## src/rtl/acl2_sequencer_pkg.sv

```systemverilog
// +--------------------------------------------------------------------------+
// | acl2_pkg : ADXL362-style command bytes, registers and state types         |
// | Revision : 1.0                                                             |
// +--------------------------------------------------------------------------+
`timescale 1ns/1ps
`default_nettype none

package acl2_pkg;

   localparam logic [7:0] c_cmd_write      = 8'h0A;
   localparam logic [7:0] c_cmd_read       = 8'h0B;

   localparam logic [7:0] c_reg_devid      = 8'h00;
   localparam logic [7:0] c_reg_xdata      = 8'h0E;
   localparam logic [7:0] c_reg_soft_reset = 8'h1F;
   localparam logic [7:0] c_reg_intmap1    = 8'h2A;
   localparam logic [7:0] c_reg_power_ctl  = 8'h2D;

   localparam logic [7:0] c_val_soft_reset = 8'h52;
   localparam logic [7:0] c_val_int_drdy   = 8'h01;
   localparam logic [7:0] c_val_measure    = 8'h02;
   localparam logic [7:0] c_devid          = 8'hAD;

   localparam int c_max_bytes = 8;

   typedef logic [c_max_bytes-1:0][7:0] byte_list_t;

   typedef enum logic [2:0] {
      S_SRST,
      S_SRWAIT,
      S_CFG,
      S_IDCHK,
      S_IDLE,
      S_BURST,
      S_GAP,
      S_ERR
   } seq_state_t;

   typedef enum logic [1:0] {
      X_IDLE,
      X_CS,
      X_WAIT,
      X_FAULT
   } xfer_state_t;

   function automatic byte_list_t pack3(input logic [7:0] b0, input logic [7:0] b1,
                                        input logic [7:0] b2);
      byte_list_t l;
      l    = '0;
      l[0] = b0;
      l[1] = b1;
      l[2] = b2;
      return l;
   endfunction

   function automatic logic [11:0] axis12(input logic [7:0] lo, input logic [7:0] hi);
      return {hi[3:0], lo};
   endfunction

endpackage

`default_nettype wire

```

## src/rtl/acl2_sequencer_if.sv

```systemverilog
// +--------------------------------------------------------------------------+
// | acl2_sequencer_if : byte-level handshake to the SPI byte engine            |
// | Revision : 1.0                                                             |
// +--------------------------------------------------------------------------+
`timescale 1ns/1ps
`default_nettype none

interface acl2_sequencer_if;
   logic       spi_cs;
   logic       spi_start;
   logic [7:0] spi_tx;
   logic       spi_done;
   logic [7:0] spi_rx;

   modport master (
      output spi_cs,
      output spi_start,
      output spi_tx,
      input  spi_done,
      input  spi_rx
   );

   modport slave (
      input  spi_cs,
      input  spi_start,
      input  spi_tx,
      output spi_done,
      output spi_rx
   );
endinterface

`default_nettype wire

```

## src/rtl/acl2_sequencer_xfer.sv

```systemverilog
// +--------------------------------------------------------------------------+
// | acl2_xfer : runs one chip-selected list of byte exchanges with timeout     |
// | Revision : 1.0                                                             |
// +--------------------------------------------------------------------------+
`timescale 1ns/1ps
`default_nettype none

module acl2_xfer
   import acl2_pkg::*;
#(
   parameter int unsigned BYTE_TIMEOUT = 1024
) (
   input  logic                    clk,
   input  logic                    rst,
   input  logic                    go,
   input  logic [3:0]              len,
   input  byte_list_t              tx_bytes,
   output logic                    finish,
   output logic                    fault,
   output byte_list_t              rx_bytes,
   acl2_sequencer_if.master        spi
);

   xfer_state_t r_state;
   logic [2:0]  r_idx;
   logic [31:0] r_cnt;
   byte_list_t  r_rx;
   logic        r_cs;
   logic        r_start;
   logic        r_fault;
   logic [7:0]  r_tx;

   logic w_last;
   logic w_byte_done;

   assign w_last      = ({1'b0, r_idx} == (len - 4'd1));
   assign w_byte_done = (r_state == X_WAIT) && spi.spi_done;
   assign finish      = w_byte_done && w_last;
   assign fault       = r_fault;

   assign spi.spi_cs    = r_cs;
   assign spi.spi_start = r_start;
   assign spi.spi_tx    = r_tx;

   // The byte arriving right now is forwarded so the caller can act on the final done.
   always_comb begin
      rx_bytes = r_rx;
      if (w_byte_done) begin
         rx_bytes[r_idx] = spi.spi_rx;
      end
   end

   always_ff @(posedge clk) begin
      if (rst) begin
         r_state <= X_IDLE;
         r_idx   <= '0;
         r_cnt   <= '0;
         r_rx    <= '0;
         r_cs    <= 1'b0;
         r_start <= 1'b0;
         r_fault <= 1'b0;
         r_tx    <= '0;
      end else begin
         r_start <= 1'b0;
         case (r_state)
            X_IDLE: begin
               if (go) begin
                  r_cs    <= 1'b1;
                  r_idx   <= '0;
                  r_state <= X_CS;
               end
            end
            X_CS: begin
               r_start <= 1'b1;
               r_tx    <= tx_bytes[r_idx];
               r_cnt   <= '0;
               r_state <= X_WAIT;
            end
            X_WAIT: begin
               if (spi.spi_done) begin
                  r_rx[r_idx] <= spi.spi_rx;
                  if (w_last) begin
                     r_cs    <= 1'b0;
                     r_state <= X_IDLE;
                  end else begin
                     r_idx   <= r_idx + 3'd1;
                     r_start <= 1'b1;
                     r_tx    <= tx_bytes[r_idx + 3'd1];
                     r_cnt   <= '0;
                  end
               end else if (r_cnt == BYTE_TIMEOUT) begin
                  r_cs    <= 1'b0;
                  r_fault <= 1'b1;
                  r_state <= X_FAULT;
               end else begin
                  r_cnt <= r_cnt + 32'd1;
               end
            end
            X_FAULT: begin
               r_state <= X_FAULT;
            end
            default: begin
               r_state <= X_FAULT;
            end
         endcase
      end
   end

endmodule

`default_nettype wire

```

## src/rtl/acl2_sequencer.sv

```systemverilog
// +--------------------------------------------------------------------------+
// | acl2_sequencer : ACL2 init, ID check and interrupt-driven XYZ bursts       |
// | Revision : 1.0                                                             |
// +--------------------------------------------------------------------------+
`timescale 1ns/1ps
`default_nettype none

module acl2_sequencer
   import acl2_pkg::*;
#(
   parameter int unsigned SRST_WAIT    = 50000,
   parameter int unsigned CS_GAP       = 8,
   parameter int unsigned POLL_PERIOD  = 0,
   parameter int unsigned BYTE_TIMEOUT = 1024
) (
   input  logic             clk,
   input  logic             rst,
   acl2_sequencer_if.master spi,
   input  logic             int_in,
   output logic             init_done,
   output logic             error,
   output logic             sample_valid,
   output logic [11:0]      x,
   output logic [11:0]      y,
   output logic [11:0]      z
);

   seq_state_t  r_state;
   seq_state_t  r_after_gap;
   logic        r_launched;
   logic        r_go;
   logic        r_cfg_step;
   logic        r_pending;
   logic        r_id_err;
   logic        r_init_done;
   logic        r_sample_valid;
   logic [31:0] r_cnt;
   logic [31:0] r_poll_cnt;
   logic [1:0]  r_int_sync;
   logic        r_int_prev;
   logic [11:0] r_x;
   logic [11:0] r_y;
   logic [11:0] r_z;

   byte_list_t  w_txn_list;
   logic [3:0]  w_txn_len;
   byte_list_t  w_rx;
   logic        w_finish;
   logic        w_fault;
   logic        w_txn_state;
   logic        w_int_rise;
   logic        w_poll_exp;
   logic        w_trigger;
   logic        w_start_burst;
   logic        w_unused_rx;

   acl2_xfer #(
      .BYTE_TIMEOUT (BYTE_TIMEOUT)
   ) u_xfer (
      .clk      (clk),
      .rst      (rst),
      .go       (r_go),
      .len      (w_txn_len),
      .tx_bytes (w_txn_list),
      .finish   (w_finish),
      .fault    (w_fault),
      .rx_bytes (w_rx),
      .spi      (spi)
   );

   assign w_unused_rx   = ^{w_rx[1], w_rx[0]};
   assign w_txn_state   = (r_state == S_SRST) || (r_state == S_CFG) ||
                          (r_state == S_IDCHK) || (r_state == S_BURST);
   assign w_int_rise    = r_int_sync[1] & ~r_int_prev;
   assign w_poll_exp    = (POLL_PERIOD != 0) && r_init_done &&
                          (r_poll_cnt == POLL_PERIOD - 1);
   assign w_trigger     = r_init_done && (w_int_rise || w_poll_exp);
   assign w_start_burst = (r_state == S_IDLE) && (w_trigger || r_pending) && !w_fault;

   assign init_done    = r_init_done;
   assign error        = r_id_err | w_fault;
   assign sample_valid = r_sample_valid;
   assign x            = r_x;
   assign y            = r_y;
   assign z            = r_z;

   // Byte list is stable for the whole transaction because it only depends on state.
   always_comb begin
      w_txn_list = '0;
      w_txn_len  = 4'd3;
      case (r_state)
         S_SRST:  w_txn_list = pack3(c_cmd_write, c_reg_soft_reset, c_val_soft_reset);
         S_CFG:   w_txn_list = r_cfg_step ? pack3(c_cmd_write, c_reg_power_ctl, c_val_measure)
                                          : pack3(c_cmd_write, c_reg_intmap1, c_val_int_drdy);
         S_IDCHK: w_txn_list = pack3(c_cmd_read, c_reg_devid, 8'h00);
         S_BURST: begin
            w_txn_list[0] = c_cmd_read;
            w_txn_list[1] = c_reg_xdata;
            w_txn_len     = 4'd8;
         end
         default: ;
      endcase
   end

   always_ff @(posedge clk) begin
      if (rst) begin
         r_int_sync <= '0;
         r_int_prev <= 1'b0;
         r_poll_cnt <= '0;
      end else begin
         r_int_sync <= {r_int_sync[0], int_in};
         r_int_prev <= r_int_sync[1];
         if ((POLL_PERIOD == 0) || !r_init_done || w_start_burst || w_poll_exp) begin
            r_poll_cnt <= '0;
         end else begin
            r_poll_cnt <= r_poll_cnt + 32'd1;
         end
      end
   end

   always_ff @(posedge clk) begin
      if (rst) begin
         r_state        <= S_SRST;
         r_after_gap    <= S_SRST;
         r_launched     <= 1'b0;
         r_go           <= 1'b0;
         r_cfg_step     <= 1'b0;
         r_pending      <= 1'b0;
         r_id_err       <= 1'b0;
         r_init_done    <= 1'b0;
         r_sample_valid <= 1'b0;
         r_cnt          <= '0;
         r_x            <= '0;
         r_y            <= '0;
         r_z            <= '0;
      end else begin
         r_go           <= 1'b0;
         r_sample_valid <= 1'b0;
         if (w_trigger && ((r_state == S_BURST) || (r_state == S_GAP))) begin
            r_pending <= 1'b1;
         end
         if (w_txn_state && !r_launched && !w_fault) begin
            r_go       <= 1'b1;
            r_launched <= 1'b1;
         end

         if (w_fault) begin
            r_state    <= S_ERR;
            r_launched <= 1'b0;
         end else begin
            case (r_state)
               S_SRST: begin
                  if (w_finish) begin
                     r_launched <= 1'b0;
                     r_cnt      <= '0;
                     r_state    <= S_SRWAIT;
                  end
               end
               S_SRWAIT: begin
                  if (r_cnt + 32'd1 >= SRST_WAIT) begin
                     r_cnt       <= '0;
                     r_after_gap <= S_CFG;
                     r_state     <= S_GAP;
                  end else begin
                     r_cnt <= r_cnt + 32'd1;
                  end
               end
               S_CFG: begin
                  if (w_finish) begin
                     r_launched  <= 1'b0;
                     r_cnt       <= '0;
                     r_cfg_step  <= 1'b1;
                     r_after_gap <= r_cfg_step ? S_IDCHK : S_CFG;
                     r_state     <= S_GAP;
                  end
               end
               S_IDCHK: begin
                  if (w_finish) begin
                     r_launched <= 1'b0;
                     r_cnt      <= '0;
                     if (w_rx[2] == c_devid) begin
                        r_init_done <= 1'b1;
                        r_after_gap <= S_IDLE;
                        r_state     <= S_GAP;
                     end else begin
                        r_id_err <= 1'b1;
                        r_state  <= S_ERR;
                     end
                  end
               end
               S_IDLE: begin
                  if (w_start_burst) begin
                     r_pending <= 1'b0;
                     r_state   <= S_BURST;
                  end
               end
               S_BURST: begin
                  if (w_finish) begin
                     r_launched     <= 1'b0;
                     r_cnt          <= '0;
                     r_x            <= axis12(w_rx[2], w_rx[3]);
                     r_y            <= axis12(w_rx[4], w_rx[5]);
                     r_z            <= axis12(w_rx[6], w_rx[7]);
                     r_sample_valid <= 1'b1;
                     r_after_gap    <= S_IDLE;
                     r_state        <= S_GAP;
                  end
               end
               S_GAP: begin
                  if (r_cnt >= CS_GAP) begin
                     r_cnt   <= '0;
                     r_state <= r_after_gap;
                  end else begin
                     r_cnt <= r_cnt + 32'd1;
                  end
               end
               S_ERR: begin
                  r_state <= S_ERR;
               end
               default: begin
                  r_state <= S_ERR;
               end
            endcase
         end
      end
   end

endmodule

`default_nettype wire

```

## src/flat_wrapper.sv

```systemverilog
// flat-port wrapper written by rule: the top's interface ports become plain ports
module acl2_sequencer_flat import acl2_pkg::*;
#(
   parameter int unsigned SRST_WAIT    = 50000,
   parameter int unsigned CS_GAP       = 8,
   parameter int unsigned POLL_PERIOD  = 0,
   parameter int unsigned BYTE_TIMEOUT = 1024
)
  (clk, rst, int_in, init_done, error, sample_valid, x, y, z, spi_spi_cs, spi_spi_start, spi_spi_tx, spi_spi_done, spi_spi_rx);
  acl2_sequencer_if spi_i ();
  input  logic clk;
  input  logic rst;
  input  logic int_in;
  output logic init_done;
  output logic error;
  output logic sample_valid;
  output logic [11:0] x;
  output logic [11:0] y;
  output logic [11:0] z;
  output wire logic [$bits(spi_i.spi_cs)-1:0] spi_spi_cs;
  output wire logic [$bits(spi_i.spi_start)-1:0] spi_spi_start;
  output wire logic [$bits(spi_i.spi_tx)-1:0] spi_spi_tx;
  input wire logic [$bits(spi_i.spi_done)-1:0] spi_spi_done;
  input wire logic [$bits(spi_i.spi_rx)-1:0] spi_spi_rx;
  assign spi_spi_cs = spi_i.spi_cs;
  assign spi_spi_start = spi_i.spi_start;
  assign spi_spi_tx = spi_i.spi_tx;
  assign spi_i.spi_done = spi_spi_done;
  assign spi_i.spi_rx = spi_spi_rx;
  acl2_sequencer #(.SRST_WAIT(SRST_WAIT), .CS_GAP(CS_GAP), .POLL_PERIOD(POLL_PERIOD), .BYTE_TIMEOUT(BYTE_TIMEOUT)) u_core (.clk(clk), .rst(rst), .spi(spi_i), .int_in(int_in), .init_done(init_done), .error(error), .sample_valid(sample_valid), .x(x), .y(y), .z(z));
endmodule
```

## config.mk

```make
export PLATFORM = sky130hd
export DESIGN_NAME = acl2_sequencer_flat
export DESIGN_NICKNAME = d
export VERILOG_FILES = /design/src/rtl/acl2_sequencer_pkg.sv /design/src/rtl/acl2_sequencer_if.sv /design/src/rtl/acl2_sequencer_xfer.sv /design/src/rtl/acl2_sequencer.sv /design/src/flat_wrapper.sv
export SDC_FILE = /design/constraint.sdc
export NUM_CORES = 1
export LEC_CHECK = 0
export CORE_UTILIZATION = 25
export CTS_CLUSTER_DIAMETER = 50
export DETAILED_ROUTE_END_ITERATION = 8
export DONT_BUFFER_PORTS = 1
export PLACE_DENSITY = 0.47
export SETUP_SLACK_MARGIN = 0.15
export SLEW_MARGIN = 20
export SYNTH_ARGS = -nofsm -noshare
export SYNTH_HDL_FRONTEND = slang
export SYNTH_SLANG_ARGS = --single-unit
```

## constraint.sdc

```tcl
create_clock -name clk -period 6.6 [get_ports clk]
set_input_delay 1.32 -clock clk [delete_from_list [all_inputs] [get_ports clk]]
set_output_delay 1.32 -clock clk [all_outputs]
set_load 0.02 [all_outputs]
```

# Word level (Yosys, flattened, before mapping)
# Cells that the tools add are included.
# classes
mux,65
n_lt_le_gt_ge,5
n_div,0
n_addsub,4
bitwise,7
n_reduce_logical,40
multipliers,0
eq_ne,32
shifts,0
# ops
cell,n
32-bit 2-to-1 mux,6
32-bit case mux with 3 select lines,1
48-bit case mux with 2 select lines,1
32-bit by 1-bit adder with 32-bit output (second input constant),2
64-bit bitwise mux,1
16-bit case mux with 4 select lines,1
32-bit case mux with 2 select lines,1
60-bit 2-to-1 mux,1
8-bit binary-select mux with 3-bit select,2
3-bit 2-to-1 mux,15
8-bit 2-to-1 mux,5
32-bit by 11-bit == test with 1-bit output (second input constant),1
32-bit by 16-bit greater-or-equal comparator with 1-bit output (second input constant),1
32-bit by 4-bit greater-or-equal comparator with 1-bit output (second input constant),1
8-bit demux with 3-bit select,1
3-bit case mux with 7 select lines,1
3-bit AND reduction,7
18-bit 2-to-1 mux,1
3-bit inequality test (second input constant),6
1-bit 2-to-1 mux,17
8-bit case mux with 2 select lines,1
4-bit AND reduction,4
3-bit == test (second input constant),4
2-bit inequality test (second input constant),6
other kinds (36),66
# word_totals
out_inout_bits,49
register_bits,196
mem_bits_ro,0
in_bits,12
ram_bits,0
mem_count,0
latch_bits,0

# Depth between registers and ports, before layout
# Gate-level depths: netlist (run 1).
# logic_depth
ltp_word,11
mapped_depth,12
mapped_depth_nobuf,10

# Modules after synthesis
# From an unflattened synthesis (run 1), not the netlist that was laid out.
# unflattened
hier_cells,1165
hier_area_um2,10776.6
# by_module_without_submodules
module,area_per_inst_um2,cells_per_inst,seq_area_each_um2,instances
acl2_xfer,6480.0,625,2242.2,1
acl2_sequencer,4296.6,540,1681.6,1

# Least setup slack after synthesis (run 1)
# Ideal clock, no wire load.
# synth_timing
path_kind,input to register
start,input spi_spi_done
end,register u_core.r_cnt[23]
t_arrival_ns,3.011
path_slack_ns,3.472
setup_time_ns,0.117
path_stages,9
path_cell_list,and2_1 -> clkbuf_1 -> nand3_4 -> or2_2 -> a31o_2 -> buf_2 -> nor4_2 -> xnor2_1 -> nor2_1
# synth_via
elab_chain_len,4
# synth_rtl
item,line,source
start: declaration,flat_wrapper.sv:23,input wire logic [$bits(spi_i.spi_done)-1:0] spi_spi_done;
1-bit logical AND,acl2_sequencer_xfer.sv:37,assign w_byte_done = (r_state == X_WAIT) && spi.spi_done;
1-bit logical AND,acl2_sequencer_xfer.sv:38,assign finish = w_byte_done && w_last;
2-bit by 1-bit inequality test with 1-bit output (no line),n/a,
3-bit AND reduction (no line),n/a,
end signal: assignment,acl2_sequencer.sv:165,r_cnt <= r_cnt + 32'd1;
end signal: assignment,acl2_sequencer.sv:214,r_cnt <= r_cnt + 32'd1;
end: declaration,acl2_sequencer.sv:37,logic [31:0] r_cnt;
# No other way between the ends.
# A chain may end at the register's enable or synchronous reset.

# Worst setup path in the final report (run 1)
# layout_timing
start,register u_core.r_state[1]
end,register u_core.r_cnt[25]
# layout_via
elab_chain_len,7
word_cells_on_any_way,15
# layout_rtl
item,line,source
start: declaration,acl2_sequencer.sv:28,seq_state_t r_state;
start signal: assignment,acl2_sequencer.sv:212,r_state <= r_after_gap;
3-bit == test,"acl2_sequencer.sv:91, acl2_sequencer.sv:151",
4-bit 2-to-1 mux,acl2_sequencer.sv:91,case (r_state)
4-bit by 1-bit subtractor with 4-bit output,acl2_sequencer_xfer.sv:36,"assign w_last = ({1'b0, r_idx} == (len - 4'd1));"
3-bit by 4-bit == test with 1-bit output,acl2_sequencer_xfer.sv:36,
1-bit logical AND,acl2_sequencer_xfer.sv:38,
2-bit by 1-bit inequality test with 1-bit output (no line),n/a,
3-bit AND reduction (no line),n/a,
# Several ways; a longest one is shown, not always the timed one.

==> results.sh, run 1 <==
export IMPL_status="finished clean"
export IMPL_drt_iter0_markers=341
export IMPL_hold_path_class="reg -> reg"
export IMPL_place_gp_congestion=0.774
export IMPL_grt_ovfl_total=0
export IMPL_initial_core_util=0.256
export IMPL_core_area_um2=31700
export IMPL_cts_tree="done"
export IMPL_viasPerCell=4.78
export IMPL_fin_tns_setup_ns=0
export IMPL_leakagePower_nw=2.77
export IMPL_htree_levels=4
export IMPL_final_net_count=933
export IMPL_ys_seq_area_frac=0.412
export IMPL_cp_start_kind="flip-flop"
export IMPL_synth_ff_type="dfxtp_1"
export IMPL_dp_cells=1295
export IMPL_max_freq_mhz=275
export IMPL_postSynthCellCount=955
export IMPL_netlist_area_um2=8120
export IMPL_power_density_nw_per_um2=246
export IMPL_ir_worst_vdd_mv=0.157
export IMPL_critPathCaptureType="flip-flop"
export IMPL_clk_insertion_delay_late_ns=0.44
export IMPL_post_place_ws_ns=2.70
export IMPL_synth_edf_count=0
export IMPL_clkTransAtPathRegs_ns=0.08
export IMPL_ys_types=71
export IMPL_placed_area_um2=8370
export IMPL_slew_headroom=0.401
export IMPL_cts_resized=0
export IMPL_setup_viol=0
export IMPL_ios=61
export IMPL_ys_warn_count=0
export IMPL_syn_nets=976
export IMPL_netlist_area_leader_share=0.412
export IMPL_cp_arrival_ns=3.97
export IMPL_dr_pass1_iters=4
export IMPL_crit_required_ns=6.93
export IMPL_num_vias=6348
export IMPL_period_share=0.552
export IMPL_grt_pass1_wl_um=32500
export IMPL_crit_path_max_fanout=23
export IMPL_die_area_um2=33200
export IMPL_fillers=3407
export IMPL_grt_max_degree=105
export IMPL_post_cts_buffers=0
export IMPL_ys_seq_elements=167
export IMPL_finalWorstPathRequiredPeriod_ns=3.64
export IMPL_grt_pass1_vias=5952
export IMPL_grt_usage=0.123
export IMPL_hold_viol=0
export IMPL_synthArstFlopShare=0
export IMPL_crit_type="reg -> reg"
export IMPL_maxCapViolCount=0
export IMPL_skew_ns=0.0141
export IMPL_startpoint="u_core.r_state[1]"
export IMPL_total_power_mw=2.20
export IMPL_holdCritStartpoint="u_core.r_launched"
export IMPL_layout_commonest_cell="nor2_1"
export IMPL_die_x_um=182
export IMPL_postSynthAreaPerCell_um2=8.50
export IMPL_stdcell_count=1328
export IMPL_rsz0062_at_grt="false"
export IMPL_drc=0
export IMPL_cts_buffer_depth=2
export IMPL_numCtsBuffers=17
export IMPL_fp_row_count=65
export IMPL_hold_buffers=0
export IMPL_drt_wirelength_per_cell_um=15.0
export IMPL_final_setup_worst_slack_ns=2.96
export IMPL_antenna_found_initial=1
export IMPL_area_growth_pct=10.0
export IMPL_maxSlewViolCount=0
export IMPL_totalWireLength_um=19900
export IMPL_synthTopCellsByArea="dfxtp_1 (41%), nor2_1 (8.2%), mux2i_1 (5.3%)"
export IMPL_r2r_start="u_core.r_state[1]"
export IMPL_die_height_um=182
export IMPL_root_buffer="clkbuf_16"
export IMPL_worst_pin_slew_ns=0.893
export IMPL_port_buffers=0
export IMPL_yosys_area_top_type="dfxtp_1"
export IMPL_cts_sinks=167
export IMPL_stdcell_area_um2=8930
export IMPL_drive_above_1_share=0.0789
export IMPL_mostFrequentLayoutCells="nor2_1 (178), dfxtp_1 (167), nand2_1 (51), xnor2_1 (47), a211oi_1 (44)"
export IMPL_antenna_left=0
export IMPL_hpwl_um=13700
==> synth_stat cells (10+ instances only) <==
library cell and n:
mux2i_1 43, nand3_1 26, inv_1 22, nand2_1 52, dfxtp_1 167, nor2b_1 10
nand4_1 20, xnor2_1 47, o21ai_0 21, buf_2 20, a211oi_1 44, nor4_1 23
nor2_1 178, a21oi_1 39, or3_1 11, clkbuf_1 38, nor3_1 34, and3_1 10
xor2_1 19
==> path summary, 6_finish.rpt <==
check / to / slack, ns / cells after the start
worst min-delay path: u_core.r_go / 0.43 / 1
worst max-delay path: u_core.r_cnt[25] / 2.96 / 8
worst max register to register: u_core.r_cnt[25] / 2.96 / 8
worst min register to register: u_core.r_go / 0.43 / 1
==> through the flow <==
stage	hold slack, ns	util
final	0.426	0.282
after global routing	0.467	0.282
after CTS	0.429	0.282
after detailed placement	0.418	0.264
after global placement	0.415	0.264
after floorplan	0.397	-
==> flip-flops by register name, indices dropped and copies added, names as in the netlist, 2 cells and up <==
signal,cells
u_core.r_int_sync,2
u_core.y,12
u_core.z,12
u_core.r_cnt,32
u_core.r_state,3
u_core.r_after_gap,3
u_core.u_xfer.r_state,2
u_core.u_xfer.spi.spi_tx,7
u_core.x,12
u_core.u_xfer.r_cnt,32
u_core.u_xfer.r_idx,3
u_core.u_xfer.r_rx,36
==> critical path, cell delays in order, from the launching register on <==
cell and delay, ns:
dfxtp_1 0.71, nand3b_4 0.33, mux2i_4 0.32, nand3_4 0.17, or2_2 0.38, a31o_2 0.44
o31ai_4 0.74, buf_4 0.35, nor3_1 0.08
==> power by group <==
group	internal [mW]	switching, mW
Combinational	0.0548	0.110
Sequential	1.03	0.0461
Clock	0.505	0.451
Total	1.59	0.608
==> final cells by class <==
cell class | count | area [um2] | share of cell area
multi-input cells | 698 | 4400 | 0.493
flip-flops and latches | 167 | 3340 | 0.374
well taps | 402 | 503 | 0.0563
clock buffers | 19 | 443 | 0.0496
clock inverters | 13 | 113 | 0.0126
inverters | 22 | 82.6 | 0.00924
repair buffers | 6 | 45.0 | 0.00504
diodes | 1 | 2.50 | 0.000280
==> routing by layer <==
layer,vias up,global-route usage,share of wire
met2,80,0.190,0.46
met5,-,0,0
li1,3283,-,-
met3,21,0.0295,0.031
met4,0,0.0390,0.013
met1,2964,0.169,0.50
==> kinds of logic (layout without fill, tap and decap cells) <==
group	count (synthesis)	in the layout	share of synthesized area
and+or+nand+nor	426	426	0.270
DFF	167	167	0.412
AOI/OAI and AO/OA	150	150	0.127
buffers and inverters	90	60	0.0475
xor gates and xnor gates	66	66	0.0712
muxes	46	46	0.0586
adders and majority gates	9	9	0.0139
other	1	2	0.000462
No activity file was read; power rests on OpenSTA's default activity.
==> inputs of run 2 (changes only) <==
Clock period 6.6 ns to 3.6 ns, I/O delays scaled along.
==> results.sh, run 2 (same netlist as run 1, synthesis figures left out) <==
export IMPL_die_x_um=182
export IMPL_whs_endpoint="u_core.u_xfer.r_rx[38]"
export IMPL_numCtsBuffers=17
export IMPL_stdcell_count=1361
export IMPL_antenna_left=0
export IMPL_antenna_found_initial=0
export IMPL_drive_above_1_share=0.113
export IMPL_min_path_cells=1
export IMPL_grt_ovfl_total=0
export IMPL_rr_worst_depth=10
export IMPL_hold_ws_ns=0.353
export IMPL_mostFrequentLayoutCells="nor2_1 (178), dfxtp_1 (167), nand2_1 (52), xnor2_1 (47), a211oi_1 (44)"
export IMPL_largest_reg_flops=36
export IMPL_crit_required_ns=3.89
export IMPL_top_register="u_core.u_xfer.r_rx"
export IMPL_critPathSlowestCell="o31ai_4"
export IMPL_cp_start_kind="flip-flop"
export IMPL_area_growth_pct=14.1
export IMPL_holdCritStartpoint="rst"
export IMPL_htree_levels=4
export IMPL_setup_viol=0
export IMPL_port_buffers=0
export IMPL_num_vias=6538
export IMPL_dp_cells=1325
export IMPL_fin_tns_setup_ns=0
export IMPL_cpPeakStageDelay_ns=0.60
export IMPL_hold_viol=0
export IMPL_path_delay_family="compound AO/OA/AOI/OAI gates"
export IMPL_cts_sinks=167
export IMPL_r2r_start="u_core.r_cnt[0]"
export IMPL_root_buffer="clkbuf_16"
export IMPL_fp_row_count=65
export IMPL_core_area_um2=31700
export IMPL_cts_buffer_depth=2
export IMPL_finalWorstPathRequiredPeriod_ns=3.21
export IMPL_layout_commonest_cell="nor2_1"
export IMPL_initial_core_util=0.256
export IMPL_top_regs="u_core.u_xfer.r_rx x36, u_core.r_cnt x32, u_core.u_xfer.r_cnt x32"
export IMPL_slew_headroom=0.502
export IMPL_die_area_um2=33200
export IMPL_crit_chain="ha_1 > nand3_2 > o31ai_1 > o22ai_1 > o221a_2 > o211ai_1 > nor4_4 > buf_4 > o31ai_4 > nor2_1"
export IMPL_power_density_nw_per_um2=448
export IMPL_cts_tree="done"
export IMPL_final_net_count=967
export IMPL_ff2ff_setup_slack_ns=0.39
export IMPL_worst_pin_slew_ns=0.742
export IMPL_ios=61
export IMPL_clkTransAtPathRegs_ns=0.07
export IMPL_totalWireLength_um=21000
export IMPL_antenna_cells=0
export IMPL_hpwl_um=14300
export IMPL_status="finished clean"
export IMPL_clk_insertion_delay_late_ns=0.43
export IMPL_grt_usage=0.129
export IMPL_leakagePower_nw=2.98
export IMPL_drt_iter0_markers=332
export IMPL_post_route_util=0.292
export IMPL_skew_ns=0.0105
export IMPL_maxSlewViolCount=0
export IMPL_drt_wirelength_per_cell_um=15.5
export IMPL_hold_path_class="in -> reg"
export IMPL_crit_path_max_fanout=12
export IMPL_viasPerCell=4.80
export IMPL_max_freq_mhz=312
export IMPL_place_gp_congestion=0.826
export IMPL_period_share=0.891
export IMPL_hold_buffers=0
export IMPL_grt_max_degree=105
export IMPL_dr_pass1_iters=4
export IMPL_fillers=3384
export IMPL_drc=0
export IMPL_grt_pass1_wl_um=34000
export IMPL_path_buf_inv=1
export IMPL_rsz0062_at_grt="false"
export IMPL_die_height_um=182
export IMPL_ir_worst_vdd_mv=0.343
export IMPL_grt_pass1_vias=6249
export IMPL_critPathCaptureType="flip-flop"
export IMPL_r2r_end="u_core.r_cnt[20]"
export IMPL_cp_arrival_ns=3.50
export IMPL_crit_type="reg -> reg"
export IMPL_maxCapViolCount=0
==> run 2: cell types whose count changed in the layout (fill, tap and decap cells not counted), sizes merged <==
cell    delta
clkbuf     -2
o31ai      +1
diode      -1
clkinv     -1
bufinv     +1
inv        +2
buf       +33
==> run 2: how the worst max path moves through the flow <==
stage | from | slack [ns] | end | cells after the start
final | u_core.r_cnt[0] | 0.39 | u_core.r_cnt[20] | 10
after detailed placement | u_core.r_cnt[0] | 0.09 | u_core.r_cnt[25] | 10
after CTS | u_core.r_cnt[1] | 0.14 | u_core.r_cnt[24] | 9
after floorplan | u_core.r_cnt[0] | 0.93 | u_core.r_state[1] | 10
after global placement | u_core.r_cnt[0] | 0.22 | u_core.r_cnt[25] | 10
after global routing | u_core.r_cnt[1] | 0.15 | u_core.r_cnt[12] | 10
==> run 2: cell type report <==
| type | count | area (um2) | area share |
|---|---|---|---|
| timing repair buffer | 39 | 318 | 0.0343 |
| sequential | 167 | 3340 | 0.361 |
| tap | 402 | 503 | 0.0543 |
| multi-input combinational | 699 | 4430 | 0.479 |
| inverter | 22 | 82.6 | 0.00891 |
| clock inverter | 15 | 158 | 0.0170 |
| clock buffer | 17 | 425 | 0.0459 |
==> run 2: routing by layer <==
layer | vias up | track usage | share of wire
met5 | - | 0 | 0
met4 | 0 | 0.0410 | 0.015
met3 | 25 | 0.0361 | 0.046
met2 | 89 | 0.198 | 0.45
met1 | 3077 | 0.174 | 0.49
li1 | 3347 | - | -
==> run 2: repair_timing <==
item,4_1_cts,5_1_grt
resized for setup,0,3
pin swaps,0,2
endpoints found under the setup margin,9,28
gates cloned,1,0
setup buffers,0,3
==> run 2: power breakdown <==
part	leakage [nW]	internal [mW]	switching (mW)	total [mW]
registers	1.35	1.89	0.0856	1.98
logic	1.34	0.113	0.212	0.325
clock network	0.289	0.985	0.862	1.85
==> run 2: worst reg2reg max path, stage by stage (launching register included) <==
cell,delay [ns]
dfxtp_1,0.45
ha_1,0.34
nand3_2,0.26
o31ai_1,0.32
o22ai_1,0.14
o221a_2,0.32
o211ai_1,0.29
nor4_4,0.08
buf_4,0.16
o31ai_4,0.60
nor2_1,0.11
==> run 2: through the flow <==
| stage | cell area [um2] | power (mW) | worst slack (ns) |
|---|---|---|---|
| global placement | 8600 | 2.34 | 0.215 |
| global route | 9260 | 4.33 | 0.147 |
| CTS | 9200 | 4.20 | 0.141 |
| finish | 9260 | 4.15 | 0.392 |
| floorplan | 8120 | 2.26 | 0.931 |
| detailed placement | 8600 | 2.34 | 0.0945 |
